<file path="src/rtl/branch_hazard_ctrl_pkg.sv">
// Shared constants, FSM/forward encodings and decode helpers for the ID-stage
// branch hazard controller.
package branch_hazard_ctrl_pkg;

  localparam logic [6:0] BRANCH_OP = 7'b1100011;

  localparam logic [2:0] F3_BEQ  = 3'b000;
  localparam logic [2:0] F3_BNE  = 3'b001;
  localparam logic [2:0] F3_BLT  = 3'b100;
  localparam logic [2:0] F3_BGE  = 3'b101;
  localparam logic [2:0] F3_BLTU = 3'b110;
  localparam logic [2:0] F3_BGEU = 3'b111;

  typedef enum logic [1:0] {
    ST_IDLE         = 2'b00,
    ST_STALL        = 2'b01,
    ST_RESOLVE_WAIT = 2'b10
  } bh_state_e;

  typedef enum logic [1:0] {
    FWD_REG   = 2'd0,
    FWD_EXMEM = 2'd1,
    FWD_MEMWB = 2'd2
  } fwd_sel_e;

  // funct3 values 2 and 3 under the branch opcode are not branches
  function automatic logic is_cond_branch(input logic [6:0] opcode, input logic [2:0] funct3);
    logic hit;
    hit = 1'b0;
    if (opcode == BRANCH_OP) begin
      case (funct3)
        F3_BEQ, F3_BNE, F3_BLT, F3_BGE, F3_BLTU, F3_BGEU: hit = 1'b1;
        default: hit = 1'b0;
      endcase
    end else begin
      hit = 1'b0;
    end
    return hit;
  endfunction

  function automatic logic [1:0] max_need(input logic [1:0] a, input logic [1:0] b);
    logic [1:0] m;
    if (a > b) begin
      m = a;
    end else begin
      m = b;
    end
    return m;
  endfunction

endpackage

</file>
<file path="src/rtl/branch_hazard_ctrl_fwd_sel.sv">
// Per-operand hazard-need and comparator forward-select logic; one instance per
// source register of the branch.
module branch_fwd_sel
  import branch_hazard_ctrl_pkg::*;
(
  input  logic [4:0] rs,
  input  logic [4:0] id_ex_rd,
  input  logic       id_ex_regwrite,
  input  logic       id_ex_memread,
  input  logic [4:0] ex_mem_rd,
  input  logic       ex_mem_regwrite,
  input  logic       ex_mem_memread,
  input  logic [4:0] mem_wb_rd,
  input  logic       mem_wb_regwrite,
  output logic [1:0] need,
  output logic [1:0] fwd_sel
);

  // Stall cycles needed before this operand can be forwarded into ID
  always_comb begin
    need = 2'd0;
    if (rs == 5'd0) begin
      need = 2'd0;
    end else if (id_ex_memread && (id_ex_rd == rs)) begin
      need = 2'd2;
    end else if (id_ex_regwrite && (id_ex_rd == rs)) begin
      need = 2'd1;
    end else if (ex_mem_memread && (ex_mem_rd == rs)) begin
      need = 2'd1;
    end else begin
      need = 2'd0;
    end
  end

  // Operand source; a load in EX/MEM has no ALU result, so it is not a source
  always_comb begin
    fwd_sel = FWD_REG;
    if (rs == 5'd0) begin
      fwd_sel = FWD_REG;
    end else if (ex_mem_regwrite && !ex_mem_memread && (ex_mem_rd == rs)) begin
      fwd_sel = FWD_EXMEM;
    end else if (mem_wb_regwrite && (mem_wb_rd == rs)) begin
      fwd_sel = FWD_MEMWB;
    end else begin
      fwd_sel = FWD_REG;
    end
  end

endmodule

</file>
<file path="src/rtl/branch_hazard_ctrl.sv">
// ID-stage branch sequencer: stalls for operand hazards, picks comparator
// forwarding sources, redirects/flushes on taken branches and keeps statistics.
module branch_hazard_ctrl
  import branch_hazard_ctrl_pkg::*;
#(
  parameter int XLEN  = 32,
  parameter int CNT_W = 32
) (
  input  logic             clk,
  input  logic             rst_n,
  input  logic [31:0]      if_id_inst_code,
  input  logic             ext_stall,
  input  logic [4:0]       id_ex_rd,
  input  logic             id_ex_regwrite,
  input  logic             id_ex_memread,
  input  logic [4:0]       ex_mem_rd,
  input  logic             ex_mem_regwrite,
  input  logic             ex_mem_memread,
  input  logic [4:0]       mem_wb_rd,
  input  logic             mem_wb_regwrite,
  input  logic             beq_select,
  input  logic [XLEN-1:0]  branch_target,
  output logic             stall,
  output logic             id_ex_bubble,
  output logic [1:0]       fwd_a_sel,
  output logic [1:0]       fwd_b_sel,
  output logic             pc_redirect,
  output logic [XLEN-1:0]  redirect_pc,
  output logic             if_id_flush,
  output logic [CNT_W-1:0] branch_count,
  output logic [CNT_W-1:0] taken_count,
  output logic [CNT_W-1:0] stall_cycles
);

  localparam logic [CNT_W-1:0] CNT_ONE  = {{(CNT_W-1){1'b0}}, 1'b1};
  localparam logic [CNT_W-1:0] CNT_ZERO = {CNT_W{1'b0}};

  logic [4:0] rs1_s;
  logic [4:0] rs2_s;
  logic       is_branch_s;
  logic       unused_inst_bits;
  logic [1:0] need_a_s;
  logic [1:0] need_b_s;
  logic [1:0] need_max_s;
  logic [1:0] fwd_a_s;
  logic [1:0] fwd_b_s;

  bh_state_e  state_r;
  bh_state_e  state_nxt;
  logic [1:0] cnt_r;
  logic [1:0] cnt_nxt;
  logic       stall_s;
  logic       resolve_s;

  assign rs1_s            = if_id_inst_code[19:15];
  assign rs2_s            = if_id_inst_code[24:20];
  assign is_branch_s      = is_cond_branch(if_id_inst_code[6:0], if_id_inst_code[14:12]);
  assign unused_inst_bits = ^{if_id_inst_code[31:25], if_id_inst_code[11:7]};
  assign need_max_s       = max_need(need_a_s, need_b_s);

  branch_fwd_sel u_fwd_a (
    .rs              (rs1_s),
    .id_ex_rd        (id_ex_rd),
    .id_ex_regwrite  (id_ex_regwrite),
    .id_ex_memread   (id_ex_memread),
    .ex_mem_rd       (ex_mem_rd),
    .ex_mem_regwrite (ex_mem_regwrite),
    .ex_mem_memread  (ex_mem_memread),
    .mem_wb_rd       (mem_wb_rd),
    .mem_wb_regwrite (mem_wb_regwrite),
    .need            (need_a_s),
    .fwd_sel         (fwd_a_s)
  );

  branch_fwd_sel u_fwd_b (
    .rs              (rs2_s),
    .id_ex_rd        (id_ex_rd),
    .id_ex_regwrite  (id_ex_regwrite),
    .id_ex_memread   (id_ex_memread),
    .ex_mem_rd       (ex_mem_rd),
    .ex_mem_regwrite (ex_mem_regwrite),
    .ex_mem_memread  (ex_mem_memread),
    .mem_wb_rd       (mem_wb_rd),
    .mem_wb_regwrite (mem_wb_regwrite),
    .need            (need_b_s),
    .fwd_sel         (fwd_b_s)
  );

  // FSM state and stall counter register
  always_ff @(posedge clk or negedge rst_n) begin
    if (!rst_n) begin
      state_r <= ST_IDLE;
      cnt_r   <= 2'd0;
    end else begin
      state_r <= state_nxt;
      cnt_r   <= cnt_nxt;
    end
  end

  // The detect cycle in IDLE is the first of the N stall cycles, so N = 1
  // goes straight to RESOLVE_WAIT once cnt is loaded with 1.
  always_comb begin
    state_nxt = state_r;
    cnt_nxt   = cnt_r;
    stall_s   = 1'b0;
    resolve_s = 1'b0;
    if (ext_stall) begin
      state_nxt = state_r;
      cnt_nxt   = cnt_r;
    end else begin
      case (state_r)
        ST_IDLE: begin
          if (is_branch_s && (need_max_s != 2'd0)) begin
            stall_s   = 1'b1;
            cnt_nxt   = need_max_s;
            state_nxt = (need_max_s == 2'd1) ? ST_RESOLVE_WAIT : ST_STALL;
          end else if (is_branch_s) begin
            resolve_s = 1'b1;
          end else begin
            state_nxt = ST_IDLE;
          end
        end
        ST_STALL: begin
          stall_s = 1'b1;
          cnt_nxt = cnt_r - 2'd1;
          if (cnt_r <= 2'd2) begin
            state_nxt = ST_RESOLVE_WAIT;
          end else begin
            state_nxt = ST_STALL;
          end
        end
        ST_RESOLVE_WAIT: begin
          resolve_s = 1'b1;
          cnt_nxt   = 2'd0;
          state_nxt = ST_IDLE;
        end
        default: begin
          state_nxt = ST_IDLE;
          cnt_nxt   = 2'd0;
        end
      endcase
    end
  end

  // Statistics counters, frozen with the rest of the pipeline
  always_ff @(posedge clk or negedge rst_n) begin
    if (!rst_n) begin
      branch_count <= CNT_ZERO;
      taken_count  <= CNT_ZERO;
      stall_cycles <= CNT_ZERO;
    end else if (!ext_stall) begin
      if (stall_s) begin
        stall_cycles <= stall_cycles + CNT_ONE;
      end
      if (resolve_s) begin
        branch_count <= branch_count + CNT_ONE;
      end
      if (resolve_s && beq_select) begin
        taken_count <= taken_count + CNT_ONE;
      end
    end
  end

  // Redirect and flush must act in the resolve cycle itself, so these stay
  // combinational; rst_n gating keeps them quiet while reset is held.
  assign stall        = rst_n & stall_s;
  assign id_ex_bubble = rst_n & stall_s;
  assign pc_redirect  = rst_n & resolve_s & beq_select;
  assign if_id_flush  = rst_n & resolve_s & beq_select;
  assign fwd_a_sel    = rst_n ? fwd_a_s : FWD_REG;
  assign fwd_b_sel    = rst_n ? fwd_b_s : FWD_REG;
  assign redirect_pc  = branch_target;

endmodule

</file>
<file path="config.mk">
export PLATFORM = sky130hd
export DESIGN_NAME = branch_hazard_ctrl
export DESIGN_NICKNAME = d
export VERILOG_FILES = /design/src/rtl/branch_hazard_ctrl_pkg.sv /design/src/rtl/branch_hazard_ctrl_fwd_sel.sv /design/src/rtl/branch_hazard_ctrl.sv
export SDC_FILE = /design/constraint.sdc
export NUM_CORES = 1
export LEC_CHECK = 0
export CAP_MARGIN = 20
export CORE_AREA = 2 2 129 131
export DETAILED_ROUTE_END_ITERATION = 8
export DIE_AREA = 0 0 131 133
export GPL_TIMING_DRIVEN = 0
export PLACE_DENSITY = 0.67
export SYNTH_ARGS = -nofsm -noshare
export SYNTH_HDL_FRONTEND = slang
export SYNTH_HIERARCHICAL = 1
export SYNTH_SLANG_ARGS = --single-unit
</file>
<file path="constraint.sdc">
create_clock -name clk -period 8.5 [get_ports clk]
set_input_delay 2.125 -clock clk [delete_from_list [all_inputs] [get_ports clk]]
set_output_delay 2.125 -clock clk [all_outputs]
set_load 0.02 [all_outputs]
</file>
==> summary.md <==
| Metric | Value |
|---|---|
| IO Count | 224 |
| Largest net degree at the start of global routing | 61 |
| Largest family of logic cells by synthesized area | simple AND/OR/NAND/NOR gates |
| Ys flop type | dfrtp_1 |
| Unrepaired setup endpoints after global routing | no |
| Finish-stage setup viols | 0 |
| Worst setup path startpoint | if_id_inst_code[20] |
| Core area | 0.0162 sq mm |
| Clk_skew | 0.0113 ns |
| Root Driver | clkbuf_16 |
| Crit path to | stall |
| Gate Count Post-Synth | 543 |
| Post-layout util | 49.4% |
| Ys async rst share | 100% |
| Tmin final | 8.26 ns |
| CP cell instances | clkdlybuf4s50_1, nor2b_1, a2111o_1, or4b_1, a221oi_2, ha_1, nand2b_4, a211o_1, a31oi_4, nor2_1, and2_1, buf_4, clkdlybuf4s50_1 |
| Initial antenna violation count | 0 |
| CTS clk-pin slew, worst paths | 0.06 ns |
| TritonCTS clock tree | yes |
| H-tree depth | 3 |
| Number of inserted diodes | 0 |
| CP Capture Type | output pin |
| Synthesized area per cell | 10.2 sq um |
| Gr usage total | 16.5% |
| CTS Hold Buffers Added | 0 |
| Post-route DRC | 0 |
| Synth area leader | dfrtp_1 |
| Die Ht | 133 microns |
| Placed insts | 942 |
| Pwr Density | 130 mW/mm^2 |
| Worst path slowest cell | clkdlybuf4s50_1 |
| Startpoint types | input pin |
| CTS Buf Count | 9 |
| DR vias | 4658 |
| First-pass GRT wire length | 23.2 mm |
| Pleak | 3.43 nW |
| Kind of critical path | in -> out |
| CP max stage delay | 0.61 ns |
| Layout cell share with drive strength beyond 1 | 10.5% |
| Vias in the first global route | 4654 |
| Least-Margin Pin Slew | 0.656 ns |
| Final GP Congestion | 0.801 |
| Num rows | 47 |
| Worst Reg-to-Reg Cells | 7 |
| Area share of and/or/nand/nor cells after synthesis | 24.2% |
| Slew Limit Fails | 0 |
| Outcome | completed |
| DRT iter0 DRCs | 148 |
| XOR/XNOR Fraction of Synth Area | 18.3% |
| Design area | 0.00798 sq mm |
| Worst VDD drop | 0.0000847 V |
| Synth Area in Adders | 1.58% |
| Yosys warning count | 6 |
| Post-synth EDFFs | 0 |
| CTS sink cnt | 100 |
| Max-Cap Viols | 0 |
| Hold Slack | 0.466 ns |
| Ranking of synthesized cells by area | dfrtp_1 45%, xnor2_1 13%, xor2_1 5.1%, buf_4 4.6%, nand3_1 3.7% |
| Die Area | 0.0174 sq mm |
| Final hold violation count | 0 |
| Slew HR | 56.0% |
| R2r startpoint | state_r[0] |
| Critical R2R Capture | branch_count[25] |
| Arr. time, crit path | 6.14 ns |
| Multi-input gate area | 0.00271 sq mm |
| Via-to-Cell Ratio | 4.85 |
| DRT Pass-1 Iters | 4 |
| Starting Density | 34.3% |
| Synth Area in Compound Gates | 4.15% |
| Final Power | 1.04 mW |
| Peak Freq | 121 MHz |
| Yosys cell types | 57 |
| Fin cells | 960 |
| Synthesized area | 0.00555 sq mm |
| DP Wirelength | 11.0 mm |
| DR WL/cell | 14.9 microns |
| R2r setup slk | 6.25 ns |
| Seq cells post-synth | 100 |
| Worst-path maximum fanout | 6 |
| Synth top area share | 45.1% |
| Layout fillers | 1500 |
| Mux cell area share after synthesis | 0.203% |
| Skew-Pair Late Insertion Delay | 0.35 ns |
| Most frequent cells after synthesis | 100 x dfrtp_1, 82 x xnor2_1, 48 x nand2_1, 41 x nand3_1, 34 x buf_4 |
| Port bufs | 178 |
| Final period util | 97.2% |
| Gr ovfl total | 0 |
| Post-synthesis sequential area ratio | 45.1% |
| Synth-to-Final Area Change | 43.9% |
| Hold Crit Class | reg -> reg |
| Most frequent cell after synthesis | dfrtp_1 |
| Routed wire length | 14.3 mm |
| WP data required | 6.38 ns |
| Layout Nets | 830 |
| FF/Latch Area | 0.00250 sq mm |
| Synthesized Nets | 638 |
| Most common cell on crit path | clkdlybuf4s50_1 |
| DIE WIDTH | 131 microns |
| Post-DRT Antenna Nets | 0 |
| Longest Clk Path Bufs | 2 |
| Post-DP Area | 0.00763 sq mm |
[worst max-delay path, delay by kind of cell]
family	cells	cell delay [ns]
buffers and inverters	3	1.30
and+or+nand+nor	5	1.29
AOI/OAI and AO/OA	4	1.09
adders and majority gates	1	0.33
[registers in the layout, summed over array words and instances, names as in the netlist]
name / flops
taken_count: 32
stall_cycles: 32
cnt_r: 2
branch_count: 32
state_r: 2
[power breakdown]
group | total (mW) | switching [mW] | internal [mW] | leakage [nW]
clock network | 0.429 | 0.188 | 0.241 | 0.152
logic | 0.123 | 0.0593 | 0.0635 | 1.91
registers | 0.485 | 0.00514 | 0.479 | 1.37
total | 1.04 | 0.253 | 0.784 | 3.43
[placed cells by master (no fill, tap or decap), drive strengths merged, types with 3 or more instances in the layout]
cell / n
ha: 7
buf: 44
or2: 3
nor2b: 5
xor2: 32
or4: 3
o2111ai: 3
and2: 12
nor4b: 4
nor4: 4
and4: 9
nand2b: 6
clkinv: 3
nand2: 48
nand4: 33
o21ai: 3
nand3: 41
clkbuf: 15
nor3: 12
dfrtp: 100
inv: 18
nor2: 23
a21o: 3
clkdlybuf4s50: 174
xnor2: 83
a21oi: 5
and3: 15
[area by class of cell]
| class | instances | share of cell area, % |
|---|---|---|
| multi-input cells | 383 | 34.0 |
| flip-flops and latches | 100 | 31.4 |
| repair buffers | 181 | 22.8 |
| plain buffers | 43 | 3.73 |
| well taps | 220 | 3.45 |
| clock buffers | 11 | 3.04 |
| clock inverters | 5 | 0.847 |
| inverters | 17 | 0.799 |
[kinds of logic after synthesis]
logic type	count (synthesis)
and+or+nand+nor	232
xor gates and xnor gates	115
DFF	100
buffers and inverters	60
AOI/OAI and AO/OA	28
adders and majority gates	7
muxes	1
[through the flow]
| stage | worst slack (ns) | TNS (ns) |
|---|---|---|
| finish | 0.237 | 0 |
| global route | 0.00999 | 0 |
| CTS | 0.0497 | 0 |
| detailed placement | -0.462 | -1.04 |
| global placement | -0.782 | -5.61 |
| floorplan | 1.03 | 0 |
[metal layers]
metal,GRT usage (%),vias to the layer above,part of all wire [%]
li1,-,2233,-
met4,4.37,0,1.1
met2,27.2,163,48
met3,5.34,14,7.6
met1,20.7,2248,43
met5,0,-,0
[worst min path at each step]
| stage | from | endpoint | cells after the start |
|---|---|---|---|
| 2_1_floorplan | cnt_r[1] | cnt_r[1] | 2 |
| 3_3_place_gp | branch_count[31] | branch_count[31] | 1 |
| 3_5_place_dp | stall_cycles[31] | stall_cycles[31] | 1 |
| 4_1_cts | stall_cycles[31] | stall_cycles[31] | 1 |
| 5_1_grt | stall_cycles[31] | stall_cycles[31] | 1 |
| 6_report | stall_cycles[31] | stall_cycles[31] | 1 |
[what timing repair did]
item	4_1_cts	5_1_grt
buffers inserted	1	1
resized for setup	6	3
setup endpoints to repair	4	3
pin swaps	1	2
cloned	0	0
Power figures use the tool's default switching activity.
